==> config.mk <==
export PLATFORM = sky130hd
export DESIGN_NAME = alu_arb_flat
export DESIGN_NICKNAME = d
export VERILOG_FILES = /design/src/rtl/alu_arb_if.sv /design/src/rtl/alu_arb.sv /design/src/flat_wrapper.sv
export SDC_FILE = /design/constraint.sdc
export NUM_CORES = 1
export LEC_CHECK = 0
export ABC_AREA = 1
export ABC_CLOCK_PERIOD_IN_PS = 1300
export BUFFER_PORTS_ARGS = -buffer_cell sky130_fd_sc_hd__buf_4
export CAP_MARGIN = 20
export CORE_AREA = 3 3 161 85
export DETAILED_ROUTE_END_ITERATION = 8
export DIE_AREA = 0 0 164 88
export MAX_ROUTING_LAYER = met4
export PLACE_DENSITY = 0.75
export SYNTH_ARGS = -nofsm -noshare
export SYNTH_HDL_FRONTEND = slang
export SYNTH_SLANG_ARGS = --single-unit
==> constraint.sdc <==
create_clock -name clk -period 1.3 [get_ports clk]
set_input_delay 0.195 -clock clk [delete_from_list [all_inputs] [get_ports clk]]
set_output_delay 0.195 -clock clk [all_outputs]
set_load 0.01 [all_outputs]
==> src/rtl/alu_arb_if.sv <==
// Bundle between two requesters, the shared ALU and the response consumer of alu_arb.
// master: the environment side (requesters, ALU, consumer); slave: the arbiter.
interface alu_arb_if;
    logic        req0;
    logic [31:0] a0;
    logic [31:0] b0;
    logic [3:0]  op0;
    logic        req1;
    logic [31:0] a1;
    logic [31:0] b1;
    logic [3:0]  op1;
    logic        gnt0;
    logic        gnt1;
    logic [31:0] alu_a;
    logic [31:0] alu_b;
    logic [3:0]  alu_op;
    logic [31:0] alu_c;
    logic        alu_zero;
    logic        rsp_valid;
    logic        rsp_id;
    logic [31:0] rsp_c;
    logic        rsp_zero;
    logic        rsp_ready;
    logic        busy;

    modport master (
        output req0, a0, b0, op0, req1, a1, b1, op1, alu_c, alu_zero, rsp_ready,
        input  gnt0, gnt1, alu_a, alu_b, alu_op, rsp_valid, rsp_id, rsp_c, rsp_zero, busy
    );

    modport slave (
        input  req0, a0, b0, op0, req1, a1, b1, op1, alu_c, alu_zero, rsp_ready,
        output gnt0, gnt1, alu_a, alu_b, alu_op, rsp_valid, rsp_id, rsp_c, rsp_zero, busy
    );
endinterface

==> src/rtl/alu_arb.sv <==
// Two-port arbiter in front of one shared combinational ALU.
// IDLE accepts a request and latches its operands, EXEC drives the ALU from those
// registers and captures the result, RESP holds the result until rsp_ready.
// Build option: define ALU_ARB_RR_EN for round-robin on contention; otherwise
// port 0 has fixed priority.
module alu_arb (
    input logic      clk,
    input logic      rst,
    alu_arb_if.slave bus
);
    localparam logic [1:0] IDLE = 2'd0;
    localparam logic [1:0] EXEC = 2'd1;
    localparam logic [1:0] RESP = 2'd2;

    logic [1:0]  state_q, state_d;
    logic [31:0] a_q, b_q, c_q;
    logic [3:0]  op_q;
    logic        id_q, zero_q;
    logic        gnt0_q, gnt1_q;
    logic        accept;
    logic        win;

    assign accept = (state_q == IDLE) && (bus.req0 || bus.req1);

`ifdef ALU_ARB_RR_EN
    logic ptr_q;

    // On contention grant the port that did not win last; a lone request always wins.
    always_comb begin
        if (bus.req0 && bus.req1) begin
            win = ~ptr_q;
        end else begin
            win = ~bus.req0;
        end
    end

    // Last-winner pointer moves only when a request is accepted.
    always_ff @(posedge clk or negedge rst) begin
        if (!rst) begin
            ptr_q <= 1'b1;
        end else if (accept) begin
            ptr_q <= win;
        end
    end
`else
    // Fixed priority: port 1 wins only when port 0 is not requesting.
    assign win = ~bus.req0;
`endif

    // Next-state decode.
    always_comb begin
        state_d = state_q;
        unique case (state_q)
            IDLE:    if (accept) state_d = EXEC;
            EXEC:    state_d = RESP;
            RESP:    if (bus.rsp_ready) state_d = IDLE;
            default: state_d = IDLE;
        endcase
    end

    // State register.
    always_ff @(posedge clk or negedge rst) begin
        if (!rst) begin
            state_q <= IDLE;
        end else begin
            state_q <= state_d;
        end
    end

    // Latch the winner's operands and id on acceptance; the ALU sees only these.
    always_ff @(posedge clk or negedge rst) begin
        if (!rst) begin
            a_q  <= 32'd0;
            b_q  <= 32'd0;
            op_q <= 4'd0;
            id_q <= 1'b0;
        end else if (accept) begin
            a_q  <= win ? bus.a1  : bus.a0;
            b_q  <= win ? bus.b1  : bus.b0;
            op_q <= win ? bus.op1 : bus.op0;
            id_q <= win;
        end
    end

    // Grant pulses cover exactly the EXEC cycle that follows acceptance.
    always_ff @(posedge clk or negedge rst) begin
        if (!rst) begin
            gnt0_q <= 1'b0;
            gnt1_q <= 1'b0;
        end else begin
            gnt0_q <= accept && !win;
            gnt1_q <= accept && win;
        end
    end

    // Capture the ALU result at the end of EXEC; held through RESP.
    always_ff @(posedge clk or negedge rst) begin
        if (!rst) begin
            c_q    <= 32'd0;
            zero_q <= 1'b0;
        end else if (state_q == EXEC) begin
            c_q    <= bus.alu_c;
            zero_q <= bus.alu_zero;
        end
    end

    // Output drive, all from registers.
    always_comb begin
        bus.gnt0      = gnt0_q;
        bus.gnt1      = gnt1_q;
        bus.alu_a     = a_q;
        bus.alu_b     = b_q;
        bus.alu_op    = op_q;
        bus.rsp_valid = (state_q == RESP);
        bus.rsp_id    = id_q;
        bus.rsp_c     = c_q;
        bus.rsp_zero  = zero_q;
        bus.busy      = (state_q != IDLE);
    end
endmodule

==> src/flat_wrapper.sv <==
// flat-port wrapper written by rule: the top's interface ports become plain ports
module alu_arb_flat 
  (clk, rst, bus_req0, bus_a0, bus_b0, bus_op0, bus_req1, bus_a1, bus_b1, bus_op1, bus_alu_c, bus_alu_zero, bus_rsp_ready, bus_gnt0, bus_gnt1, bus_alu_a, bus_alu_b, bus_alu_op, bus_rsp_valid, bus_rsp_id, bus_rsp_c, bus_rsp_zero, bus_busy);
  alu_arb_if bus_i ();
  input logic clk;
  input logic rst;
  input wire logic [$bits(bus_i.req0)-1:0] bus_req0;
  input wire logic [$bits(bus_i.a0)-1:0] bus_a0;
  input wire logic [$bits(bus_i.b0)-1:0] bus_b0;
  input wire logic [$bits(bus_i.op0)-1:0] bus_op0;
  input wire logic [$bits(bus_i.req1)-1:0] bus_req1;
  input wire logic [$bits(bus_i.a1)-1:0] bus_a1;
  input wire logic [$bits(bus_i.b1)-1:0] bus_b1;
  input wire logic [$bits(bus_i.op1)-1:0] bus_op1;
  input wire logic [$bits(bus_i.alu_c)-1:0] bus_alu_c;
  input wire logic [$bits(bus_i.alu_zero)-1:0] bus_alu_zero;
  input wire logic [$bits(bus_i.rsp_ready)-1:0] bus_rsp_ready;
  output wire logic [$bits(bus_i.gnt0)-1:0] bus_gnt0;
  output wire logic [$bits(bus_i.gnt1)-1:0] bus_gnt1;
  output wire logic [$bits(bus_i.alu_a)-1:0] bus_alu_a;
  output wire logic [$bits(bus_i.alu_b)-1:0] bus_alu_b;
  output wire logic [$bits(bus_i.alu_op)-1:0] bus_alu_op;
  output wire logic [$bits(bus_i.rsp_valid)-1:0] bus_rsp_valid;
  output wire logic [$bits(bus_i.rsp_id)-1:0] bus_rsp_id;
  output wire logic [$bits(bus_i.rsp_c)-1:0] bus_rsp_c;
  output wire logic [$bits(bus_i.rsp_zero)-1:0] bus_rsp_zero;
  output wire logic [$bits(bus_i.busy)-1:0] bus_busy;
  assign bus_i.req0 = bus_req0;
  assign bus_i.a0 = bus_a0;
  assign bus_i.b0 = bus_b0;
  assign bus_i.op0 = bus_op0;
  assign bus_i.req1 = bus_req1;
  assign bus_i.a1 = bus_a1;
  assign bus_i.b1 = bus_b1;
  assign bus_i.op1 = bus_op1;
  assign bus_i.alu_c = bus_alu_c;
  assign bus_i.alu_zero = bus_alu_zero;
  assign bus_i.rsp_ready = bus_rsp_ready;
  assign bus_gnt0 = bus_i.gnt0;
  assign bus_gnt1 = bus_i.gnt1;
  assign bus_alu_a = bus_i.alu_a;
  assign bus_alu_b = bus_i.alu_b;
  assign bus_alu_op = bus_i.alu_op;
  assign bus_rsp_valid = bus_i.rsp_valid;
  assign bus_rsp_id = bus_i.rsp_id;
  assign bus_rsp_c = bus_i.rsp_c;
  assign bus_rsp_zero = bus_i.rsp_zero;
  assign bus_busy = bus_i.busy;
  alu_arb u_core (.clk(clk), .rst(rst), .bus(bus_i));
endmodule
==> Yosys cells after proc, flatten, opt, wreduce, memory -nomap -nowiden <==
Index checks and enable logic that the tools add are counted.
{ "totals": {"register_bits": 106, "input_bits": 174, "output_inout_bits": 106} }
{ "classes": {"n_eq_ne": 4, "n_mux": 6, "bitwise": 1, "reduce_logical": 7} }
{ "ops": {"columns": ["cell", "count"], "rows": [
  ["32-bit two-way mux", 2],
  ["2-bit case mux with 3 select lines", 1],
  ["2-bit two-way mux", 2],
  ["4-bit two-way mux", 1],
  ["1-bit logical AND", 3],
  ["2-bit by 1-bit equality test with 1-bit output (second input constant)", 1],
  ["2-bit equality test (second input constant)", 1],
  ["2-bit zero test", 1],
  ["2-bit by 1-bit inequality test with 1-bit output (second input constant)", 1],
  ["2-bit inequality test (second input constant)", 1],
  ["2-bit AND reduction", 1],
  ["2-bit nonzero test", 1],
  ["1-bit logical OR", 1],
  ["1-bit inverter", 1]
]} }

==> Logic depth before layout (Yosys ltp) <==
{ "logic_depth": {"ltp_word": 4, "ltp_mapped": 8, "mapped_depth_nobuf": 5} }

==> Least setup slack after synthesis <==
OpenSTA, ideal clock, no wires.
{ "synth_path": {"path_kind": "reg-to-reg", "startpoint": "reg u_core.state_q[0]", "endpoint": "reg u_core.b_q[25] (netlist: u_core.bus.alu_b[25])", "setup_ns": 0.116, "arrival_time_ns": 1.105, "t_required_ns": 1.184, "setup_slack_ns": 0.079, "path_stages_with_launch": 8, "synth_period_minus_slack_ns": 1.221, "path_cell_list": "dfrtp_1 -> buf_2 -> nor2_1 -> nand2_1 -> buf_4 -> buf_6 -> nand2_1 -> nand2_1"} }
{ "synth_via": {"elab_chain_len": 2} }
{ "synth_rtl": {"columns": ["element", "line", "source"], "rows": [
  ["from (decl)", "alu_arb.sv:15", "logic [1:0] state_q, state_d;"],
  ["from (signal assigned)", "alu_arb.sv:66", "state_q <= state_d;"],
  ["2-bit zero test", "alu_arb.sv:23", "assign accept = (state_q == IDLE) && (bus.req0 || bus.req1);"],
  ["1-bit logical AND", "alu_arb.sv:23", null],
  ["to (signal assigned)", "alu_arb.sv:79", "b_q <= win ? bus.b1 : bus.b0;"],
  ["to (decl)", "alu_arb.sv:16", "logic [31:0] a_q, b_q, c_q;"]
]} }
No other way between the ends.
A chain may end at the register's enable or synchronous reset.

==> Worst setup path in the final report <==
{ "layout_path": {"startpoint": "reg u_core.state_q[0]", "endpoint": "out bus_rsp_valid"} }
{ "layout_via": {"elab_chain_len": 1} }
{ "layout_rtl": {"columns": ["element", "line", "source"], "rows": [
  ["2-bit equality test", "alu_arb.sv:114", "bus.rsp_valid = (state_q == RESP);"],
  ["to (decl)", "flat_wrapper.sv:23", "output wire logic [$bits(bus_i.rsp_valid)-1:0] bus_rsp_valid;"]
]} }
No other way between the ends.

==> flow_metrics.py <==
metrics = {
    "yosys": {
        "synth_largest_area_cell": "dfrtp_1",
        "ys_ff_latch": 106,
        "synth.yosys.seq_area_share": 0.544,
        "synth.distinct_cells": 14,
        "yosys_warnings": 0,
        "synth.avg_cell_area_um2": 7.27,
        "synth_area_leaders": "dfrtp_1 54%, nand2_1 37%, nand3_1 3.5%, buf_2 2.4%, clkbuf_1 0.77%",
        "ys_top_cells_by_count": "479 x nand2_1, 106 x dfrtp_1, 34 x nand3_1, 23 x buf_2, 10 x clkbuf_1",
        "synthesis.area_mm2": 0.00488,
        "synth-edff-count": 0,
        "yosysMostFrequentCell": "nand2_1",
        "netlist_instances": 671,
        "synth.net_count": 845,
        "yosys.area.top_type_share": 0.544,
        "yosys_most_used_dff": "dfrtp_1",
        "async_flop_share": 1.00,
    },
    "clocking": {
        "ctsLongestPathBuffers": 2,
        "path_clk_slew_ps": 80,
        "cts-root-buf": "clkbuf_16",
        "cts_buffers": 9,
        "h-tree-depth": 3,
        "clock_latency_ps": 340,
        "clock_sinks": 106,
        "cts_tree": "done",
    },
    "drt": {
        "vias_per_cell": 4.58,
        "routed_wl_um": 14900,
        "drt_iter0_drc": 291,
        "drc": 0,
        "dr.pass1.iters": 4,
        "ant_nets": 0,
        "wl_per_cell_um": 13.3,
        "via_count": 5154,
    },
    "layout": {
        "nNetsFinal": 1125,
        "finalInstanceArea_mm2": 0.00767,
        "multiInputGateArea_mm2": 0.00202,
        "num_antenna_cells": 0,
        "final_util": 0.616,
        "layout-drive-gt1-share": 0.347,
        "seq_area_mm2": 0.00265,
        "fill_cells": 1158,
        "area_delta_synth_final_pct": 57.2,
    },
    "power_and_ir_drop": {
        "ir_drop_mv": 0.989,
        "power.leakage_nw": 4.54,
        "power_mw": 16.5,
        "p_per_area_mw_per_mm2": 2150,
    },
    "floorplan": {
        "placementRows": 29,
        "io-pin-count": 280,
        "core_mm2": 0.0124,
        "die_h_um": 88,
        "dieWidth_um": 164,
        "die-area_mm2": 0.0144,
        "initial_core_util": 0.392,
    },
    "placed_design": {
        "place_congestion": 0.845,
        "port-buffer-count": 279,
        "dp_hpwl_um": 11400,
        "dpl_cell_area_mm2": 0.00726,
    },
    "run_status": {
        "violations": "negative setup slack",
        "outcome": "finished with violations",
    },
    "worst_hold_path": {
        "hold_class": "input pin to flop",
    },
    "global_route": {
        "grt_pass1_wl_um": 22900,
        "grt_usage": 0.203,
        "antenna_found_initial": 0,
        "grt_pass1_vias": 4949,
        "grt_overflow": 0,
        "grt_max_degree": 43,
    },
    "job": {
        "drv_cap": 0,
    },
    "setup_path": {
        "worstPathArrival_ps": 1110,
        "critPathKind": "flop to primary output",
        "crit_required_ps": 1110,
        "crit_path_end_kind": "primary output",
        "crit_fanout": 4,
        "worstSetupStartpointType": "flop",
    },
    "sta": {
        "final.period_utilization": 1.00,
        "fmax_ghz": 0.767,
        "fin_worst_skew_ps": 7.74,
        "slew_violations": 0,
        "worst_pin_slew_ps": 382,
        "finalSetupViolCount": 1,
        "rsz0062_at_grt": "yes",
        "setup_tns_ps": -3.19,
        "finalHoldViolCount": 0,
        "timing.slew.headroom": 0.745,
        "fin_ws_ps": -3.19,
        "fin_crit_ps": 1300,
        "hold_slack_ps": 82.1,
    },
}
[cell type report]
| type | count | share of cell area |
|---|---|---|
| flip-flops and latches | 106 | 0.346 |
| multi-input cells | 520 | 0.263 |
| well taps | 170 | 0.0277 |
| clock buffers | 10 | 0.0312 |
| inverters | 6 | 0.00294 |
| repair buffers | 308 | 0.320 |
| clock inverters | 6 | 0.00946 |
[routing by layer]
layer	vias up	global-route usage	wire length (um)
met5	-	-	0
met4	0	0.0591	291
met3	28	0.0364	747
met2	170	0.367	7900
met1	2373	0.232	6000
li1	2583	-	-
[through the flow]
step                      cells  worst slack (ps)
after global placement     1103               133
after global routing       1126             -58.6
after floorplan             671              79.1
after CTS                  1124             -11.6
final                      1126             -3.19
after detailed placement   1103               127
[flip-flops by register name (all words and copies together), names as in the netlist]
name                 cells
u_core.bus.rsp_id        1
u_core.bus.alu_a        32
u_core.state_q           2
u_core.bus.gnt1          1
u_core.bus.alu_op        4
u_core.bus.rsp_zero      1
u_core.bus.gnt0          1
u_core.bus.rsp_c        32
u_core.bus.alu_b        32
[layout by cell type, fill, tap and decap left out, types with 3 or more instances in the layout]
cell,instances
buf_4,294
nor2_1,3
dfrtp_1,106
nand2_1,477
buf_6,3
nand2_2,3
clkbuf_16,10
nand3_1,34
buf_12,8
inv_2,4
[power by group]
| group | switching [mW] | internal [mW] |
|---|---|---|
| combinational | 4.17 | 3.79 |
| clock | 1.23 | 1.57 |
| sequential | 0.872 | 4.87 |
| total | 6.27 | 10.2 |
[logic make-up after synthesis]
group / share of synthesized area
simple gates: 0.410
flops: 0.544
buf+inv: 0.0451
compound gates: 0.00102
[worst max-delay path, cell delays in order (launching register included)]
cell and delay, ps:
dfrtp_1 430, buf_6 140, nor2_4 100, buf_6 110
[path summary, 6_finish.rpt]
check	startpoint	to	slack (ps)	cells after the start
setup reg to reg	u_core.state_q[0]	u_core.state_q[1]	80	5
setup / recovery	u_core.state_q[0]	bus_rsp_valid	-3	3
min in group asynchronous	rst	u_core.bus.rsp_c[23]	310	2
hold / removal	bus_alu_c[23]	u_core.bus.rsp_c[23]	80	3
hold reg to reg	u_core.bus.rsp_c[22]	u_core.bus.rsp_c[22]	480	2
max in group asynchronous	rst	u_core.bus.alu_a[20]	510	3
[what timing repair did]
item                                    in CTS  in global routing
hold buffers                                 1                  0
setup buffers                                4                  1
hold endpoints to repair                    19                  0
pin swaps                                    1                  0
gates cloned                                 0                  1
gates resized for setup                      7                  2
endpoints found under the setup margin       1                 10
No activity file was read; power rests on OpenSTA's default activity.
